[src/rtl/seq_barrel_shifter.sv]
// Iterative barrel shifter: accepts one operand via start/ready, shifts one bit
// position per clock (left/right, logical/rotate), then pulses done_tick.
module seq_barrel_shifter #(
  parameter int W  = 8,
  parameter int AW = 3
) (
  input  logic          clk,
  input  logic          reset_n,
  input  logic          start,
  input  logic [W-1:0]  in,
  input  logic [AW-1:0] amt,
  input  logic          lr,
  input  logic          rot,
  output logic          ready,
  output logic          busy,
  output logic          done_tick,
  output logic [W-1:0]  out
);

  typedef enum logic [1:0] {
    ST_IDLE  = 2'd0,
    ST_SHIFT = 2'd1,
    ST_DONE  = 2'd2
  } state_t;

  state_t        r_state, w_state_nxt;
  logic [W-1:0]  r_data,  w_data_nxt;
  logic [AW-1:0] r_cnt,   w_cnt_nxt;
  logic          r_lr,    w_lr_nxt;
  logic          r_rot,   w_rot_nxt;
  logic          r_ready, r_busy, r_done;

  function automatic logic [W-1:0] shift_one(input logic [W-1:0] d,
                                             input logic left,
                                             input logic wrap);
    logic [W-1:0] res;
    if (left) res = {d[W-2:0], (wrap ? d[W-1] : 1'b0)};
    else      res = {(wrap ? d[0] : 1'b0), d[W-1:1]};
    return res;
  endfunction

  // Next-state decode and one-step datapath update
  always_comb begin
    w_state_nxt = r_state;
    w_data_nxt  = r_data;
    w_cnt_nxt   = r_cnt;
    w_lr_nxt    = r_lr;
    w_rot_nxt   = r_rot;
    case (r_state)
      ST_IDLE: begin
        if (start) begin
          w_state_nxt = ST_SHIFT;
          w_data_nxt  = in;
          w_cnt_nxt   = amt;
          w_lr_nxt    = lr;
          w_rot_nxt   = rot;
        end else begin
          w_state_nxt = ST_IDLE;
        end
      end
      ST_SHIFT: begin
        if (r_cnt == {AW{1'b0}}) begin
          w_state_nxt = ST_DONE;
        end else begin
          w_data_nxt = shift_one(r_data, r_lr, r_rot);
          w_cnt_nxt  = r_cnt - AW'(1'b1);
        end
      end
      ST_DONE:  w_state_nxt = ST_IDLE;
      default:  w_state_nxt = ST_IDLE;
    endcase
  end

  // State, datapath and status flags; flags follow the next state so they are registered
  always_ff @(posedge clk or negedge reset_n) begin
    if (!reset_n) begin
      r_state <= ST_IDLE;
      r_data  <= {W{1'b0}};
      r_cnt   <= {AW{1'b0}};
      r_lr    <= 1'b0;
      r_rot   <= 1'b0;
      r_ready <= 1'b1;
      r_busy  <= 1'b0;
      r_done  <= 1'b0;
    end else begin
      r_state <= w_state_nxt;
      r_data  <= w_data_nxt;
      r_cnt   <= w_cnt_nxt;
      r_lr    <= w_lr_nxt;
      r_rot   <= w_rot_nxt;
      r_ready <= (w_state_nxt == ST_IDLE);
      r_busy  <= (w_state_nxt != ST_IDLE);
      r_done  <= (w_state_nxt == ST_DONE);
    end
  end

  assign ready     = r_ready;
  assign busy      = r_busy;
  assign done_tick = r_done;
  assign out       = r_data;

endmodule
[config.mk]
export PLATFORM = sky130hd
export DESIGN_NAME = seq_barrel_shifter
export DESIGN_NICKNAME = d
export VERILOG_FILES = /design/src/rtl/seq_barrel_shifter.sv
export SDC_FILE = /design/constraint.sdc
export NUM_CORES = 1
export LEC_CHECK = 0
export BUFFER_PORTS_ARGS = -buffer_cell sky130_fd_sc_hd__buf_2
export CAP_MARGIN = 25
export CORE_UTILIZATION = 45
export CTS_CLUSTER_DIAMETER = 200
export CTS_CLUSTER_SIZE = 10
export DETAILED_ROUTE_END_ITERATION = 7
export PLACE_DENSITY = 0.73
export SYNTH_ARGS = -nofsm -noshare
export SYNTH_HDL_FRONTEND = slang
export SYNTH_SLANG_ARGS = --single-unit
[constraint.sdc]
create_clock -name clk -period 1.3 [get_ports clk]
set_clock_uncertainty 0.15 [all_clocks]
set_input_delay 0.13 -clock clk [delete_from_list [all_inputs] [get_ports clk]]
set_output_delay 0.13 -clock clk [all_outputs]
set_load 0.02 [all_outputs]
== After elaboration in Yosys (flattened, before gate mapping) ==
Cells that the tools add are included.
Storage, ports and cells
  flip-flop bits (word level): 18
  word-level logic and storage cells: 32
Cells by class
  add/sub/neg operators: 1
  eq/ne operators: 4
  muxes and demuxes: 12
  reduce and logical (&&, ||, !) cells: 7
Operators with widths (number)
  $mux W8: 3
  $pmux W8 S2: 1
  $mux W3: 2
  $pmux W3 S2: 1
  $logic_not A2 Y1: 2
  $ne A2 B2 Y1 const B: 2
  $pmux W2 S2: 1
  $reduce_bool A2 Y1: 2
  $logic_not A3 Y1: 1
  $mux W1: 3
  $reduce_and A3 Y1: 1
  $sub A3 B1 Y3 const B: 1
  $eq A2 B1 Y1 const B: 1
  $eq A2 B2 Y1 const B: 1
  $mux W2: 1
  $reduce_and A2 Y1: 1

== Depth between registers and ports, before layout ==
Gate-level depths: netlist of run 1.
  word-level depth: 4
  depth in mapped cells: 6
  gate-level depth less buffers: 5

== Worst setup path before layout of run 1 ==
No wires, ideal clock.
  path type: register to register
  start: register r_cnt[0]
  end: register r_data[1] (netlist: out[1])
  arrival time: 1216 ps
  required time: 1055 ps
  setup slack: -161 ps
  cell stages (with the launch flop): 7
  buffers on the path: 1
  period minus slack after synthesis: 1461 ps
  cell sequence: dfrtp_1 > inv_1 > ha_1 > and3b_1 > nand2b_4 > buf_6 > o31ai_1
On the way
  word-level cells in the longest chain between the ends: 3
RTL lines
  from (decl): line 28  | logic [AW-1:0] r_cnt, w_cnt_nxt;
  from (signal assigned): line 79  | r_cnt <= {AW{1'b0}};
  from (signal assigned): line 88  | r_cnt <= w_cnt_nxt;
  $logic_not A3 Y1: line 62  | if (r_cnt == {AW{1'b0}}) begin
  $ne A2 B2 Y1 (no source line)
  $reduce_and A3 Y1 (no source line)
  to (signal assigned): line 78  | r_data <= {W{1'b0}};
  to (signal assigned): line 87  | r_data <= w_data_nxt;
  to (decl): line 27  | logic [W-1:0] r_data, w_data_nxt;
No other way between the ends.
A chain may end at the register's enable or synchronous reset.

== Worst setup path after layout of run 1 ==
  start: register r_cnt[0]
  end: register r_data[6] (netlist: out[6])
The elaborated chain is that of the path after synthesis.

==> summary.md, run 1 <==
The flow ran to the end, but the final reports show violations. The checks that failed: negative setup slack. For the starting density of the core, the log shows 48.2%. The die covers 0.00229 mm^2.

Routability-driven placement finished with a final weighted congestion of 0.792. The largest fanout on the critical path was 8. The total global routing track utilization was 26.9%. The Yosys step of the flow raised 0 warnings. Hold timing on the final database bottoms out at a slack of 0.0136 ns. The final route contains 1002 vias. The post-route worst setup slack came out at -0.249 ns. For this run, the leading register cell type out of synthesis is sky130_fd_sc_hd__dfrtp_1. In the post-synthesis netlist, the biggest area contributors are sky130_fd_sc_hd__dfrtp_1 45%, sky130_fd_sc_hd__o31ai_1 6.3%, sky130_fd_sc_hd__nor2b_1 6.0%. The worst setup path is captured at a flip-flop.

The via-per-instance ratio is 5.83. The later pin in the worst-skew pair is clocked with a latency of 0.30 ns. For the headroom to the max-slew limit, the log shows 72.1%.

Once detail routing completed, the nets flagged for antenna violations numbered 0. The run gives 1 as the depth of the CTS H-tree. The tools report the clock root buffer as sky130_fd_sc_hd__clkbuf_4.

The total area inside the core boundary comes to 0.00196 mm^2. In the synthesized netlist the async set-or-reset flop fraction comes to 100%. For the pin with the worst max-slew slack, the measured transition is 0.418 ns.

Setup repair after global routing could not meet its margin everywhere. By startpoint and endpoint, the worst setup path is classified as flip-flop to flip-flop. The synthesized design contains 0 enable-type register cells.

VDD sags by at most 1950 uV. The startpoint type of the worst setup path is a flip-flop. The repair_antennas step left the layout with diodes totalling 0.

The net count of the finished layout is 164. The DRC violation total after the first TritonRoute iteration is 30, and the xor and xnor fraction of the mapped netlist area is 0%. The worst endpoint data arrival time was 1.59 ns; the top achievable clock speed was 645 MHz. The commonest cells after synthesis are 17 x sky130_fd_sc_hd__dfrtp_1, 9 x sky130_fd_sc_hd__nor2b_1, 8 x sky130_fd_sc_hd__nor2_1, 8 x sky130_fd_sc_hd__o31ai_1.

The average wire per cell in the routed design was 17.8 um; the first-pass GRT wire length was 4180 um. Summing the areas of all and, or, nand and nor instances in the mapped netlist gives 16.9% of the synthesized area. The minimum clock period is 1.55 ns.

Of the post-synthesis cell area, the part taken by muxes is 2.38%. After synthesis, the largest family of logic cells by area is compound AO/OA/AOI/OAI gates. After detailed placement, the design holds a cell count of 156.

The die is 47.8 um wide. For the via count of the first global-routing pass, the log shows 917. After routing the design area is 0.00154 mm^2. Setup violations remaining at the end of the flow were counted as 14.

After synthesis, the mean cell area works out to 10.3 um^2. The number of nets handed over by synthesis was 110. The tool flagged a number of max-cap violations equal to 0. The final critical path takes up 119% of the cycle. The post-route netlist has 62.1% of its cells at a drive strength greater than 1. In the routed design, unresolved DRC markers number 0. Entering global routing, the biggest net connects 19 pins. The proportion of netlist area held by the largest area contributor was 45.0%. The tools report the non-filler instance count after layout as 172. In the synthesized netlist, the number of instances is 92. The static power due to leakage was 0.667 nW; the first-pass detailed-route iteration total was 4. CTS clock-pin slew for the worst setup and hold paths: 0.11 ns.

The worst hold path belongs to the class primary input to flip-flop. The power density over the cells was 3080 mW/mm^2; the number of port buffers was 26. Data on the critical path is required at its endpoint by 1.34 ns. Post-synthesis adder-cell area fraction: 2.65%. The cell type with the largest total area after synthesis was sky130_fd_sc_hd__dfrtp_1. The run gives 0.00122 mm^2 as the total cell area at the placement stage. The floorplan step set the die height to 47.8 um. The signed area change from the synthesized netlist to the final layout was 63.2%; the number of sinks handled by clock tree synthesis was 18. Post-synthesis instance area: 946 um^2. The most common cell in the synthesized netlist is sky130_fd_sc_hd__dfrtp_1. The number of hold violations in the final report was 0.

The post-synthesis register bit count is 18, and the total global routing overflow is 0. TritonCTS built the clock tree. The number of antenna violations at the first check in global routing was 0; the count of different cell masters after synthesis was 27. The tools report the number of rows in the core area as 16. The max-slew violation count is 0, and the number of buffers created by CTS is 3.

Summing the sequential cell areas from Yosys gives 47.8% of the chip area. Summing the areas of all compound-gate instances in the mapped netlist gives 24.5% of the synthesized area. Adding up every negative setup slack in the final design gives -2.41 ns. For the detailed placement HPWL, the log shows 1670 um.

After filler insertion, the fill cell instance count of the layout stands at 128. Power after layout: 4.75 mW. Maximum number of buffers from clock root to sink: 2. The run gives 27 as the boundary pin count. Summed over all layers, the routed wires come to 3060 um.
## repair_timing
| action | CTS | global route |
|---|---|---|
| hold buffers | 9 | 0 |
| endpoints found under the hold margin | 26 | 0 |
| gates cloned | 1 | 0 |
| endpoints found under the setup margin | 14 | 17 |
| buffers inserted | 1 | 1 |
| pin swaps | 4 | 6 |
| gates resized for setup | 23 | 20 |
## power breakdown
group          leakage [nW]  switching, mW  internal [mW]
registers             0.215          0.330          0.870
clock network        0.0150          0.189          0.120
logic                 0.437           1.73           1.51
total                 0.667           2.25           2.50
## cells in the final DEF (no fill, tap or decap), types with 2 or more instances in the layout
master	instances
sky130_fd_sc_hd__clkbuf_4	3
sky130_fd_sc_hd__o31ai_4	2
sky130_fd_sc_hd__o21ai_2	6
sky130_fd_sc_hd__buf_6	2
sky130_fd_sc_hd__mux2_2	2
sky130_fd_sc_hd__dfrtp_1	16
sky130_fd_sc_hd__o21ai_0	2
sky130_fd_sc_hd__nor3b_2	2
sky130_fd_sc_hd__o21ai_4	2
sky130_fd_sc_hd__nor2b_1	9
sky130_fd_sc_hd__nor2_1	8
sky130_fd_sc_hd__a211oi_1	3
sky130_fd_sc_hd__inv_2	4
sky130_fd_sc_hd__buf_2	26
sky130_fd_sc_hd__o31ai_2	6
sky130_fd_sc_hd__a211oi_2	4
sky130_fd_sc_hd__nor3b_1	2
sky130_fd_sc_hd__nand2b_4	2
sky130_fd_sc_hd__buf_4	17
sky130_fd_sc_hd__dlygate4sd3_1	9
sky130_fd_sc_hd__ha_4	2
## path summary, 6_finish.rpt
path,start,cells past startpoint,slack [ns],endpoint
min reg2reg,out[7]$_DFFE_PN0P_,2,0.42,out[7]$_DFFE_PN0P_
min in group asynchronous,reset_n,2,0.16,out[4]$_DFFE_PN0P_
max reg2reg,r_cnt[0]$_DFFE_PN0P_,6,-0.25,out[6]$_DFFE_PN0P_
min,in[7],3,0.01,out[7]$_DFFE_PN0P_
max,r_cnt[0]$_DFFE_PN0P_,6,-0.25,out[6]$_DFFE_PN0P_
max in group asynchronous,reset_n,2,0.51,ready$_DFF_PN1_
## area by class of cell
cell class / count / area (um^2) / area share, %
tap: 27 / 33.8 / 2.19
sequential: 18 / 453 / 29.3
timing repair buffer: 54 / 370 / 24.0
multi-input combinational: 64 / 642 / 41.6
clock buffer: 4 / 26.3 / 1.70
inverter: 5 / 18.8 / 1.22
## state kept, by name, indices dropped and copies added (netlist names)
signal     cells
out            8
r_lr           1
busy           1
r_state        2
r_cnt          3
r_rot          1
done_tick      1
ready          1
## layer usage
metal | track usage [%] | vias to the layer above | routed length [um]
li1 | - | 446 | -
met1 | 32.8 | 496 | 1170
met2 | 48.9 | 54 | 1660
met3 | 4.15 | 6 | 175
met4 | 7.22 | 0 | 52
met5 | 0 | - | 0
## metrics by stage
step	utilization, %	setup slack, ns
after floorplan	-	-0.102
after global placement	62.4	-0.145
after detailed placement	62.4	-0.158
after CTS	73.2	-0.162
after global routing	78.7	-0.271
final	78.7	-0.249
## cells by family after synthesis
family                   Yosys count
buffers and inverters             11
flip-flops                        18
multiplexers                       2
AO/OA/AOI/OAI                     34
AND/OR/NAND/NOR                   25
adder cells (fa/ha/maj)            2
## worst max-delay path, cell delays in order, from the launching register on
cell,delay [ns]
sky130_fd_sc_hd__dfrtp_1,0.39
sky130_fd_sc_hd__inv_2,0.06
sky130_fd_sc_hd__ha_4,0.16
sky130_fd_sc_hd__and3b_2,0.24
sky130_fd_sc_hd__buf_6,0.17
sky130_fd_sc_hd__o21ai_4,0.16
sky130_fd_sc_hd__o31ai_4,0.10
No activity file was read; power rests on OpenSTA's default activity.
==> run 2, diff against run 1 <==
Settings changed: CORE_ASPECT_RATIO set to 1.1, RECOVER_POWER set to 50.
==> run 2 against run 1 <==
Sequential share of layout area fell by 1.5 points. Global-route usage down 1.9 points. Fmax grew 2.0%. Worst setup slack better by 0.030 ns. Combinational power up 8.3%. Non-clock buffer count grew 4. Die area hardly changed. Critical path type unchanged. Via count fell by 3.5%. The flow finishes with violations (negative hold slack, negative setup slack).
==> summary.md, run 2 (synthesis gave the netlist of run 1 again) <==
The largest fanout on the critical path is 6, and the transition time at the pin with the least slew margin is 0.451 ns. The clock passes through at most 2 buffers. The startpoint type of the worst setup path was a flip-flop.

The flow ran to the end, but the final reports show violations. The logs give 1 for the depth of the CTS H-tree and 0 for the total global routing overflow. The tools report the number of buffers created by CTS as 3.

The logs give 0.777 for the final weighted congestion in routability-driven placement and 0 for the final antenna-violating net count. First-pass detailed-route iteration total: 4. The power density over the cells was 3090 mW/mm^2. The number of hold violations in the final report was 2. The analysis attributes to cell leakage a power of 0.705 nW. The number of buffer and inverter instances along the worst setup path came out at 1.

The run gives 967 as the number of vias in the routed layout. The wire length the detailed router placed on met1 is 1290 um. After detailed routing, the total wire length is 2970 um. The critical setup path kind was flip-flop to flip-flop. The die covers 0.00229 mm^2.

The tools report the type of destination of the critical path as a flip-flop. After clock tree synthesis, the clock-pin slew on the worst setup and hold paths is 0.11 ns. 27 I/O pins were placed.

The library cell used most frequently in the layout, excluding fill and tap cells, is sky130_fd_sc_hd__buf_2. The largest single stage delay on the critical path is 0.38 ns. Across the VDD grid, the largest voltage drop is 2040 uV. The final routed DRC violation total was 0. The worst hold path class is primary input to flip-flop. The portion of the clock cycle consumed by the worst path in the final layout was 117%; the number of sinks handled by clock tree synthesis was 18. The ratio of cells with drive above 1 in the final layout works out to 63.1%.

The non-filler instance count after layout came out at 177. The minimum clock period is 1.52 ns. For the worst-skew pair, the clock arrives at the later sink with an insertion delay of 0.31 ns. STA puts the critical path data arrival time at 1.60 ns. The number of flip-flops under the largest register name was 8. The net count of the finished layout is 168. In this run the cell area measured after placement is 0.00123 mm^2. The top cell types in the final layout, fill and taps aside, are 25 x sky130_fd_sc_hd__buf_2, 19 x sky130_fd_sc_hd__buf_4, 16 x sky130_fd_sc_hd__dfrtp_1, 10 x sky130_fd_sc_hd__dlygate4sd3_1, 9 x sky130_fd_sc_hd__nor2b_1. The max-slew violation count is 0. Wire segments on met2 add up to 1530 um in the final route.

The logs give 47.3% for the starting density of the core and 17 for the number of rows in the core area. Traced cell by cell, the critical path runs through inv_2, ha_4, and3b_2, nand2b_4, o31ai_2. STA puts the critical path data required time at 1.38 ns. Measured against its own limit, the worst slew margin works out to 70.0%. The overall die width came out at 45.7 um. 0 antenna diodes ended up in the layout.

The final count of negative-setup-slack endpoints is 14, and the top achievable clock speed is 658 MHz. The met3 wire length is 94 um, and the post-route worst setup slack is -0.220 ns. TritonCTS built the clock tree. Across every metal layer, demand over resource in global routing totals 25.0%.

The run gives 0 as the number of antenna violations at the first check in global routing. Measured on the finished design, the core utilization comes to 81.4%. Setup repair after global routing could not meet its margin everywhere. The highest metal layer carrying signal wires in the routed design is met4. The signed area change from the synthesized netlist to the final layout came out at 72.1%. In this run, the number of DRC markers left after iteration 0 of detailed routing was 26. In the routed layout, each cell is associated on average with a via count of 5.46. The vertical die dimension is 50.1 um, and the final design area excluding fillers is 0.00163 mm^2. The slowest stage of the critical path belongs to the cell sky130_fd_sc_hd__dfrtp_1. The final reports fail on negative hold slack, negative setup slack. The area inside the core boundary was 0.00200 mm^2. The kind of cell with the highest combined delay along the critical path is simple AND/OR/NAND/NOR gates. The clock root buffer was sky130_fd_sc_hd__clkbuf_4. Max-cap violations in this run came to 0. Once detailed placement completed, the half-perimeter wirelength came to 1570 um. Entering global routing, the biggest net connects 19 pins. Including well taps, the total number of placed cells is 158.

The final-layout setup total negative slack came out at -2.35 ns. Port buffering added 26 buffers. The worst-case hold slack came out at -0.0216 ns.

The first global-routing pass estimated 4150 um of wire. The via count of the first global-routing pass is 959. Dividing the detail-routed wire length by the instance count gives 16.8 um.
==> run 2: what timing repair did <==
item / 4_1_cts / 5_1_grt
setup buffers: 2 / 2
pin swaps: 5 / 7
resized for setup: 23 / 30
hold buffers: 10 / 0
setup endpoints to repair: 15 / 17
hold endpoints to repair: 27 / 0
gates cloned: 1 / 0
==> run 2: stage by stage <==
step / setup WS [ns] / hold WS (ns) / power [mW]
after global routing: -0.308 / -0.0213 / 5.32
after detailed placement: -0.188 / -0.0624 / 3.44
after global placement: -0.136 / -0.0682 / 3.38
after CTS: -0.182 / 0.00440 / 4.12
final: -0.220 / -0.0216 / 5.03
after floorplan: -0.102 / -0.316 / 2.60
==> run 2: layout make-up <==
type                    count  area [um^2]
clock buffers               4         26.3
fillers                   121          372
inverters                   5         18.8
multi-input cells          64          688
flip-flops and latches     18          453
well taps                  28         35.0
repair buffers             58          407
==> run 2: path summary, 6_finish.rpt <==
| check | from | cells after the start | end | slack, ns |
|---|---|---|---|---|
| max | r_cnt[1]$_DFFE_PN0P_ | 5 | out[1]$_DFFE_PN0P_ | -0.22 |
| max reg2reg | r_cnt[1]$_DFFE_PN0P_ | 5 | out[1]$_DFFE_PN0P_ | -0.22 |
| max in group asynchronous | reset_n | 2 | ready$_DFF_PN1_ | 0.51 |
| min in group asynchronous | reset_n | 2 | out[3]$_DFFE_PN0P_ | 0.13 |
| min reg2reg | r_cnt[1]$_DFFE_PN0P_ | 2 | r_cnt[1]$_DFFE_PN0P_ | 0.42 |
| min | amt[0] | 3 | r_cnt[0]$_DFFE_PN0P_ | -0.02 |
==> run 2: per-layer routing <==
metal	GRT usage, %	vias up
met5	0	-
met1	32.0	487
li1	-	453
met2	39.8	23
met4	12.3	0
met3	4.03	4
==> run 2: where the power goes <==
group	switching, mW	internal [mW]
registers	0.349	0.869
logic	1.81	1.70
clock network	0.187	0.120
total	2.34	2.69
==> run 2: worst reg2reg max path, stage by stage (launching register included) <==
cell and delay, ns:
sky130_fd_sc_hd__dfrtp_1 0.38, sky130_fd_sc_hd__inv_2 0.06, sky130_fd_sc_hd__ha_4 0.15, sky130_fd_sc_hd__and3b_2 0.25
sky130_fd_sc_hd__nand2b_4 0.23, sky130_fd_sc_hd__o31ai_2 0.22
==> run 3, diff against run 2 <==
Settings changed: CELL_PAD_IN_SITES_DETAIL_PLACEMENT set to 1, CELL_PAD_IN_SITES_GLOBAL_PLACEMENT set to 1, CORE_UTILIZATION 45 to 34, PLACE_DENSITY 0.73 to not set, PLACE_DENSITY_LB_ADDON set to 0.1.
==> run 3 against run 2 <==
The run ends with negative setup slack left. Non-clock buffer count decreased by 3. Highest routed layer unchanged. Register-to-register slack got worse by 0.11 ns. Sequential power about the same. Worst hold slack improved by 0.048 ns. Largest power group unchanged.
==> summary.md, run 3 (synthesis gave the netlist of run 1 again) <==
The run finished, with violations left. The checks that failed: negative setup slack. For the data required time at the worst endpoint, the log shows 1.34 ns. TritonCTS built the clock tree.

The type of destination of the critical path was a flip-flop. The first-pass detailed-route iteration total was 4. Among cell families on the critical path, the largest total delay comes from flip-flops.

The maximum number of buffers from clock root to sink was 2. Routability-driven placement finished with a final weighted congestion of 0.886. The full die area is 0.00300 mm^2, and the cell depth of the worst min-delay path is 3. Dividing the detail-routed wire length by the instance count gives 18.5 um.

The boundary pin count was 27; the total global routing overflow was 0. The endpoint identified for the worst register-to-register timing path is out[1]$_DFFE_PN0P_. The analysis attributes to cell leakage a power of 0.691 nW. The startpoint type of the worst setup path is a flip-flop.

In the routed design, unresolved DRC markers number 0. The area growth from synthesis to layout is 69.0%. The CTS clock-pin slew for the worst setup and hold paths was 0.11 ns. The first routing iteration left 3 violations. After floorplanning, the core was divided into 19 placement rows. From left edge to right edge, the die measures 52.3 um. The path with the worst hold slack has its endpoint at out[7]$_DFFE_PN0P_. In this run, CTS created clock tree buffers numbering 3.

Setup total negative slack on the finished layout was measured at -2.88 ns. In this run the register-to-register setup slack is -0.33 ns. The final count of negative-setup-slack endpoints is 14, and the power after layout is 5.05 mW. Clock root buffer: sky130_fd_sc_hd__clkbuf_4. Walking the worst path, the cells encountered are inv_2, ha_4, and3b_2, buf_4, o21ai_1, o31ai_2.

Headroom to the max-slew limit: 68.7%. For the number of vias in the routed layout, the log shows 959. The ratio of cells with drive above 1 in the final layout was 62.3%. The first global-routing pass estimated 4810 um of wire. For the max-slew violation count, the log shows 0. The tightest hold path in the finished design has a slack of 0.0269 ns.

The critical setup path kind was flip-flop to flip-flop. The power density over the cells is 3160 mW/mm^2, and the delay of the slowest cell on the worst path is 0.39 ns. The count of filler cells inserted in the layout is 279. Leaving out fill and tap cells, the most frequent cell in the layout is sky130_fd_sc_hd__buf_2.

Counting tap cells, the placed design contains a total of 162 instances. The count of nets left with antenna violations once routing finished came out at 0. The tools report the depth of the CTS H-tree as 1.

The number of flip-flops under the largest register name is 8, and the final-stage net count is 165. The area inside the core boundary came out at 0.00257 mm^2. Launch point of the worst reg-to-reg path: r_cnt[0]$_DFFE_PN0P_. The largest fanout on the critical path works out to 6.

The clock reaches the later pin of the worst-skew pair after 0.30 ns. The tools report the starting density of the core as 36.8%. With fillers left out, the area of the finished cells amounts to 0.00160 mm^2. At the pin with the least slew margin, the transition time is 0.467 ns.

The minimum clock period is 1.63 ns. The detailed-route wire length was 3270 um. Max-capacitance violation count: 0. The min-delay analysis places its worst path in the category primary input to flip-flop. Once layout is complete, the cells apart from fillers number 177. Leaving out fill and tap cells, the most frequent cells in the layout are 24 x sky130_fd_sc_hd__buf_2, 20 x sky130_fd_sc_hd__buf_4, 16 x sky130_fd_sc_hd__dfrtp_1, 9 x sky130_fd_sc_hd__nor2b_1.

The tools report the number of sinks handled by clock tree synthesis as 18. The via count of the first global-routing pass was 1015; the number of antenna violations at the first check in global routing was 0. For the antenna diode count, the log shows 0.

Entering global routing, the biggest net connects 19 pins. The origin of the worst min-delay path is in[7]. The number of buffer and inverter instances along the worst setup path is 2, and the number of hold violations in the final report is 0. Setup repair after global routing could not meet its margin everywhere. In this run the cell area measured after placement is 0.00124 mm^2. The die is 57.3 um tall. Measured in cells, the most critical reg-to-reg path has a length of 6. The top achievable clock speed is 614 MHz, and the largest vdd supply drop is 1610 uV. The slowest cell on the critical path is sky130_fd_sc_hd__dfrtp_1. The worst path uses 125% of the clock period. Port buffering added 26 buffers. For the detailed placement HPWL, the log shows 1970 um. The via-per-instance ratio is 5.42, and the worst endpoint data arrival time is 1.66 ns.

For the post-route worst setup slack, the log shows -0.327 ns. The run gives 22.2% as the total global routing track utilization.
## run 3: cell types whose count changed in the layout (fill, tap and decap cells not counted), sizes merged
cell / change
dlygate4sd3: -2
buf: -1
## run 3: layout make-up
type | instances | area, um^2 | area share, %
Tap cell | 31 | 38.8 | 2.43
Multi-Input combinational cell | 64 | 674 | 42.2
Sequential cell | 18 | 453 | 28.3
Timing Repair Buffer | 55 | 378 | 23.6
Inverter | 5 | 18.8 | 1.17
Clock buffer | 4 | 36.3 | 2.27
## run 3: tightest hold or removal path: cells and delay by family
kind                   cells  cell delay [ns]
AND/OR/NAND/NOR            1             0.14
buffers and inverters      1             0.10
AO/OA/AOI/OAI              1             0.09
## run 3: worst max-delay path by stage
stage	cells past startpoint	slack (ns)	end	start
after global placement	5	-0.15	out[0]$_DFFE_PN0P_	r_cnt[0]$_DFFE_PN0P_
final	6	-0.33	out[1]$_DFFE_PN0P_	r_cnt[0]$_DFFE_PN0P_
after floorplan	6	-0.10	out[1]$_DFFE_PN0P_	r_cnt[0]$_DFFE_PN0P_
after detailed placement	5	-0.26	out[4]$_DFFE_PN0P_	r_cnt[0]$_DFFE_PN0P_
after CTS	5	-0.21	out[1]$_DFFE_PN0P_	r_cnt[0]$_DFFE_PN0P_
after global routing	6	-0.42	out[1]$_DFFE_PN0P_	r_cnt[1]$_DFFE_PN0P_
## run 3: report_power, final
part	internal [mW]	switching, mW	total, mW
registers	0.869	0.328	1.20
logic	1.65	1.85	3.50
clock network	0.171	0.191	0.361
total	2.68	2.37	5.05
## run 3: through the flow
step	utilization, %	setup WS [ns]
2_1_floorplan	-	-0.102
3_3_place_gp	48.4	-0.148
3_5_place_dp	48.4	-0.258
4_1_cts	58.6	-0.209
5_1_grt	62.3	-0.422
6_report	62.3	-0.327
## run 3: repair_timing
action                                  4_1_cts  5_1_grt
pin swaps                                     4        2
endpoints found under the setup margin       15       17
resized for setup                            31       18
gates cloned                                  1        0
hold buffers                                  8        0
endpoints found under the hold margin        25        0
buffers inserted                              1        1
## run 3: layer usage
layer  part of all wire (%)  track usage [%]  vias to the layer above
li1                       -                -                      451
met2                     50             38.2                       25
met3                    2.5             3.47                        8
met1                     45             27.6                      475
met5                      0                0                        -
met4                    2.0             7.52                        0
